**src/rtl/cic_comb_decimator_if.sv**
```systemverilog
// Sample stream bundle for the CIC comb/decimate stage: data word plus valid strobe.
// master drives the stream, slave receives it.
interface cic_comb_decimator_if #(
    parameter int unsigned WIDTH = 16
);
    logic [WIDTH-1:0] data;
    logic             valid;

    modport master (output data, output valid);
    modport slave  (input  data, input  valid);
endinterface

```
**src/rtl/cic_comb_decimator.sv**
```systemverilog
// CIC comb-and-decimate back end: keeps every DECIM-th integrator sample, runs STAGES
// first-difference combs (M = 1), then scales the result. Define CIC_COMB_ROUND_EN to get round-half-up scaling.
module cic_comb_decimator #(
    parameter int unsigned WIDTH  = 16,
    parameter int unsigned DECIM  = 8,
    parameter int unsigned STAGES = 3,
    parameter int unsigned SHIFT  = 0
) (
    input  logic                 clk,
    input  logic                 rst,
    cic_comb_decimator_if.slave  src,
    cic_comb_decimator_if.master dst
);
    localparam int unsigned CNT_W = (DECIM > 1) ? $clog2(DECIM) : 1;
    localparam logic [CNT_W-1:0] CNT_LAST = CNT_W'(DECIM - 1);

    logic [CNT_W-1:0] cnt;
    logic             accept_c;

    logic [WIDTH-1:0]  dly   [STAGES];
    logic [WIDTH-1:0]  diff  [STAGES];
    logic [STAGES-1:0] vld;
    logic [WIDTH-1:0]  stage_in_c  [STAGES];
    logic [STAGES-1:0] stage_stb_c;
    logic [WIDTH-1:0]  scaled_c;

    assign accept_c = src.valid && (cnt == CNT_LAST);

    // Decimation phase counter, advances only on valid input samples.
    always_ff @(posedge clk) begin
        if (rst) begin
            cnt <= '0;
        end else if (src.valid) begin
            cnt <= (cnt == CNT_LAST) ? '0 : cnt + CNT_W'(1);
        end
    end

    // Stage i is fed by stage i-1; stage 0 by accepted input samples.
    always_comb begin
        stage_in_c[0]  = src.data;
        stage_stb_c[0] = accept_c;
        for (int i = 1; i < int'(STAGES); i++) begin
            stage_in_c[i]  = diff[i-1];
            stage_stb_c[i] = vld[i-1];
        end
    end

    // Each comb stage advances independently on its own strobe, so accepts pipeline freely.
    always_ff @(posedge clk) begin
        if (rst) begin
            vld <= '0;
            for (int i = 0; i < int'(STAGES); i++) begin
                dly[i]  <= '0;
                diff[i] <= '0;
            end
        end else begin
            vld <= stage_stb_c;
            for (int i = 0; i < int'(STAGES); i++) begin
                if (stage_stb_c[i]) begin
                    diff[i] <= stage_in_c[i] - dly[i];
                    dly[i]  <= stage_in_c[i];
                end
            end
        end
    end

`ifdef CIC_COMB_ROUND_EN
    localparam int unsigned    HALF_POS = (SHIFT > 0) ? SHIFT - 1 : 0;
    localparam logic [WIDTH:0] HALF     = (WIDTH+1)'((SHIFT > 0) ? (1 << HALF_POS) : 0);
    localparam logic [WIDTH-1:0] POS_MAX = {1'b0, {(WIDTH-1){1'b1}}};

    logic [WIDTH:0]   rnd_sum_c;
    logic [WIDTH-1:0] rnd_sat_c;

    // Round half up; the bias can only overflow upward, which clamps to the positive maximum.
    always_comb begin
        rnd_sum_c = {diff[STAGES-1][WIDTH-1], diff[STAGES-1]} + HALF;
        rnd_sat_c = rnd_sum_c[WIDTH-1:0];
        if (rnd_sum_c[WIDTH:WIDTH-1] == 2'b01) begin
            rnd_sat_c = POS_MAX;
        end
        scaled_c = WIDTH'($signed(rnd_sat_c) >>> SHIFT);
    end
`else
    assign scaled_c = WIDTH'($signed(diff[STAGES-1]) >>> SHIFT);
`endif

    // Output register: data holds between strobes, valid is a one-cycle pulse.
    always_ff @(posedge clk) begin
        if (rst) begin
            dst.data  <= '0;
            dst.valid <= 1'b0;
        end else begin
            dst.valid <= vld[STAGES-1];
            if (vld[STAGES-1]) begin
                dst.data <= scaled_c;
            end
        end
    end
endmodule
```
**src/flat_wrapper.sv**
```systemverilog
// flat-port wrapper written by rule: the top's interface ports become plain ports
module cic_comb_decimator_flat 
#(
    parameter int unsigned WIDTH  = 16,
    parameter int unsigned DECIM  = 8,
    parameter int unsigned STAGES = 3,
    parameter int unsigned SHIFT  = 0
)
  (clk, rst, src_data, src_valid, dst_data, dst_valid);
  cic_comb_decimator_if #(.WIDTH(WIDTH)) src_i ();
  cic_comb_decimator_if #(.WIDTH(WIDTH)) dst_i ();
  input  logic clk;
  input  logic rst;
  input wire logic [$bits(src_i.data)-1:0] src_data;
  input wire logic [$bits(src_i.valid)-1:0] src_valid;
  output wire logic [$bits(dst_i.data)-1:0] dst_data;
  output wire logic [$bits(dst_i.valid)-1:0] dst_valid;
  assign src_i.data = src_data;
  assign src_i.valid = src_valid;
  assign dst_data = dst_i.data;
  assign dst_valid = dst_i.valid;
  cic_comb_decimator #(.WIDTH(WIDTH), .DECIM(DECIM), .STAGES(STAGES), .SHIFT(SHIFT)) u_core (.clk(clk), .rst(rst), .src(src_i), .dst(dst_i));
endmodule
```
**config.mk**
```make
export PLATFORM = sky130hd
export DESIGN_NAME = cic_comb_decimator_flat
export DESIGN_NICKNAME = d
export VERILOG_FILES = /design/src/rtl/cic_comb_decimator_if.sv /design/src/rtl/cic_comb_decimator.sv /design/src/flat_wrapper.sv
export SDC_FILE = /design/constraint.sdc
export NUM_CORES = 1
export LEC_CHECK = 0
export CAP_MARGIN = 40
export CORE_MARGIN = 2
export CORE_UTILIZATION = 50
export CTS_CLUSTER_SIZE = 24
export DETAILED_ROUTE_END_ITERATION = 7
export GPL_TIMING_DRIVEN = 0
export MAX_ROUTING_LAYER = met4
export PLACE_DENSITY_LB_ADDON = 0.25
export SLEW_MARGIN = 20
export SYNTH_ARGS = -nofsm -noshare
export SYNTH_HDL_FRONTEND = slang
export SYNTH_SLANG_ARGS = --single-unit
```
**constraint.sdc**
```tcl
create_clock -name clk -period 2.32 [get_ports clk]
set_input_delay 0.348 -clock clk [delete_from_list [all_inputs] [get_ports clk]]
set_output_delay 0.348 -clock clk [all_outputs]
set_load 0.01 [all_outputs]
```
# == Word level (Yosys, flattened, before mapping) ==
# Memory sizes are Yosys's and may differ from the RTL's. A register that Yosys moved wholly into a read port is not among the register bits.
# Index checks and enable logic that the tools add are counted.
# classes
reduce_logical,1
muxes,18
add_sub_neg,4
n_bitwise,6
eq_ne,1
# op_table
cell,count
$mux W16,6
$sub A16 B16 Y16,3
$mux W1,11
$or A1 B1 Y1,6
$add A3 B1 Y3 const B,1
$eq A3 B3 Y1 const B,1
$mux W3,1
$logic_and A1 B1 Y1,1
# totals
regBits,7
ramBits,96
memories,2
out_inout_bits,17
wordCells,35
inputBits,19
# memory_table
memory,words,word_bits,read_ports,rd_ports_with_merged_regs,write_ports,line_no,source
u_core.diff,3,16,3,1,3,cic_comb_decimator.sv:21,logic [WIDTH-1:0] diff [STAGES];
u_core.dly,3,16,3,0,3,cic_comb_decimator.sv:20,logic [WIDTH-1:0] dly [STAGES];

# == Longest topological paths before layout ==
# logic_depth
ltp_word,6
depth_mapped,9
mapped_depth_nobuf,9

# == Worst setup path after synthesis ==
# Ideal clock, no wire load.
# synth_timing
kind,input -> register
from,input src_data[0]
to,"memory u_core.diff[0][14], data pin"
n_path_buf,0
arrival_time_ns,1.963
path_stages,9
slack_ns,0.087
required_time_ns,2.051
path_cell_list,inv_1 > ha_1 > fa_1 > and2b_1 > o211a_1 > o2111ai_2 > a211o_1 > a21oi_1 > nor3b_1
# synth_lines
element,line_no,source
start: declaration,flat_wrapper.sv:14,input wire logic [$bits(src_i.data)-1:0] src_data;
end: declaration,cic_comb_decimator.sv:21,

==> flow_summary.json <==
{
  "cts_hold_buf": 0,
  "num_rows": 41,
  "path_clk_slew_ns": 0.05,
  "placed_area_um2": 7100,
  "max_slew.worst_pin.slew_ns": 0.770,
  "hpwl_um": 9200,
  "hold_depth": 2,
  "crit_type": "register to register",
  "cts_buffers": 17,
  "dieArea_um2": 14000,
  "synth_top_area_share_pct": 44.2,
  "place.gp.congestion": 0.905,
  "drt_iter0_markers": 206,
  "cts_buffer_depth": 2,
  "arrival_ns": 2.46,
  "finalMaxSlewViolations": 0,
  "drive_gt1_share_pct": 11.1,
  "worstHoldEndpoint": "u_core.dst.valid$_SDFF_PP0_",
  "hold_viol": 0,
  "io_buffers": 34,
  "async_reset_ff_share_pct": 0,
  "pwr-share-clk_pct": 46.9,
  "wirelength_um": 12800,
  "hold_class": "input port to register",
  "htree_levels": 4,
  "met2_usage_pct": 36.7,
  "avgRoutedWirePerCell_um": 15.1,
  "maxCapViolCount": 0,
  "setup_violations": 0,
  "core-area_um2": 12700,
  "design_area_um2": 7870,
  "top_usage_layer": "met2",
  "vias_per_cell": 5.25,
  "finalCritPeriodShare_pct": 100,
  "synthTopCellsByArea": "edfxtp_1, ha_1, dfxtp_1",
  "die_w_um": 118,
  "synth_edf_count": 96,
  "grt_max_degree": 33,
  "worstSetupStartpointType": "register",
  "rsz0062_at_grt": "yes",
  "track_usage_pct": 20.1,
  "power.net_switching_mw": 1.25,
  "numClockSinks": 119,
  "crit_required_ns": 2.46,
  "insertion_delay_ns": 0.42,
  "worstSetupEndpointType": "register",
  "final_util_pct": 62.1,
  "fmax_mhz": 431,
  "ys_ff_latch": 119,
  "r2r-start": "u_core.dly[0][0]$_SDFFCE_PN0P_",
  "irDropWorstVdd_uv": 500,
  "dr.pass1.iters": 4,
  "final_nets": 732,
  "initial_core_util_pct": 51.4,
  "status": "finished, final reports clean",
  "leakagePower_nw": 3.17,
  "antenna_cells": 0,
  "p_sw_share_pct": 22.4,
  "layout_commonest_cell": "edfxtp_1",
  "antenna_found_initial": 0,
  "worstRegToRegCells": 8,
  "hp-start": "rst",
  "max_slew_margin_pct": 48.7,
  "fin_crit_ns": 2.32,
  "synth_top_area_cell": "edfxtp_1",
  "synthesis.area_um2": 6520,
  "yosysSeqAreaShare_pct": 51.3,
  "p_int_mw": 4.35,
  "final_cell_mix": "edfxtp_1, nor2_1, inv_1",
  "drc": 0,
  "cts_root_buf": "clkbuf_16",
  "vias": 4453,
  "seqPwrFrac_pct": 42.7,
  "die_h_um": 118,
  "combPwrFrac_pct": 10.4,
  "reg2reg_to": "u_core.diff[0][14]$_SDFFCE_PN0P_",
  "cts_tree": "done",
  "use_met1_pct": 20.4,
  "grt.met3_usage_pct": 5.26,
  "yosysWarnings": 0,
  "synthCells": 603,
  "final.setup_skew_ns": 0.00656,
  "power_density_nw_per_um2": 712,
  "ys.flop_type": "edfxtp_1",
  "synth_nets": 672,
  "grt_pass1_vias": 4677,
  "grt_pass1_wl_um": 21400,
  "io_pins": 36,
  "synth.distinct_cells": 55,
  "syn_avg_cell_area_um2": 10.8,
  "regToRegSetupSlack_ns": 0.0009,
  "crit_fanout": 3,
  "grt-ovfl-total": 0,
  "antenna_left": 0,
  "area_delta_synth_final_pct": 20.7,
  "fin_tns_setup_ns": 0
}
==> synthesized netlist by cell type, types with 2 or more instances <==
library cell / n
a211o_1: 2
a21o_1: 19
a21oi_1: 32
a21oi_2: 2
a221o_1: 4
a31oi_1: 3
and2_1: 45
and3_1: 7
buf_2: 2
clkbuf_1: 12
dfxtp_1: 23
edfxtp_1: 96
fa_1: 3
ha_1: 47
inv_1: 51
mux2i_1: 23
nand2_1: 22
nand2b_1: 15
nand3_1: 6
nand4_1: 4
nor2_1: 74
nor2b_1: 12
nor3_1: 16
nor3b_1: 2
o211a_1: 2
o211ai_1: 2
o21a_1: 7
o21ai_0: 11
o21ai_1: 5
o31ai_1: 2
or2_2: 2
xnor2_1: 14
xor2_1: 14
==> per-layer routing <==
metal,vias up,share of wire (%)
met3,26,3.1
met5,-,0
met2,76,54
met1,2117,40
met4,0,2.5
li1,2234,-
==> worst max-delay path, stage by stage (launching register included) <==
cell	delay, ns
edfxtp_1	0.42
ha_4	0.19
fa_2	0.33
and2b_1	0.22
o211a_1	0.21
o2111ai_4	0.14
a211o_1	0.35
a21oi_2	0.13
nor3b_1	0.06
==> cell type report <==
| class | instances | area, µm² |
|---|---|---|
| buffer | 16 | 76.3 |
| clock inverter | 4 | 22.5 |
| timing repair buffer | 42 | 412 |
| inverter | 51 | 191 |
| sequential | 119 | 3340 |
| tap | 172 | 215 |
| multi-input combinational | 416 | 3010 |
| clock buffer | 28 | 592 |
| fill | 1040 | 4800 |
==> registers in the layout (all words and copies together), names as in the netlist <==
register and count:
u_core.cnt 3, u_core.diff 48, u_core.dly 48, u_core.dst.data 16
u_core.dst.valid 1, u_core.vld 3
==> how the worst max path moves through the flow <==
stage,from,end,depth (start not counted),slack [ns]
floorplan,src_data[0],u_core.diff[0][14]$_SDFFCE_PN0P_,9,0.09
global placement,src_data[0],u_core.diff[0][14]$_SDFFCE_PN0P_,10,-0.55
detailed placement,src_data[0],u_core.diff[0][14]$_SDFFCE_PN0P_,10,-0.56
CTS,u_core.diff[1][0]$_SDFFCE_PN0P_,u_core.diff[2][14]$_SDFFCE_PN0P_,9,-0.08
global route,u_core.dly[0][0]$_SDFFCE_PN0P_,u_core.diff[0][14]$_SDFFCE_PN0P_,8,-0.08
finish,u_core.dly[0][0]$_SDFFCE_PN0P_,u_core.diff[0][14]$_SDFFCE_PN0P_,8,0.0009
==> cells by family (layout without fill, tap and decap cells) <==
logic type,count (synthesis),after routing,synth area share (%)
flip-flops,119,119,51.3
buffers and inverters,68,141,4.13
AND/OR/NAND/NOR,209,209,16.1
adder cells (fa/ha/maj),50,50,9.94
AO/OA/AOI/OAI,106,106,11.2
multiplexers,23,23,3.53
XOR/XNOR,28,28,3.76
==> power groups by stage <==
stage               clock (mW)  sequential [mW]  combinational (mW)
floorplan                    0             2.42               0.409
global placement             0             2.43               0.524
detailed placement           0             2.43               0.543
CTS                       2.68             2.39               0.561
global route              2.78             2.39               0.647
finish                    2.63             2.39               0.585
==> what timing repair did <==
| action | in CTS | in global routing |
|---|---|---|
| endpoints found under the setup margin | 16 | 28 |
| gates resized for setup | 9 | 19 |
| setup buffers | 2 | 4 |
| pin swaps | 4 | 8 |
==> through the flow <==
stage / power (mW) / hold WS (ns) / worst slack, ns / std cells
3_3_place_gp: 2.95 / 0.461 / -0.554 / 809
6_report: 5.60 / 0.323 / 0.000879 / 848
4_1_cts: 5.63 / 0.311 / -0.0755 / 845
3_5_place_dp: 2.97 / 0.474 / -0.561 / 811
2_1_floorplan: 2.83 / 0.453 / 0.0871 / 603
5_1_grt: 5.82 / 0.356 / -0.0828 / 848
No activity file was read; power rests on OpenSTA's default activity.
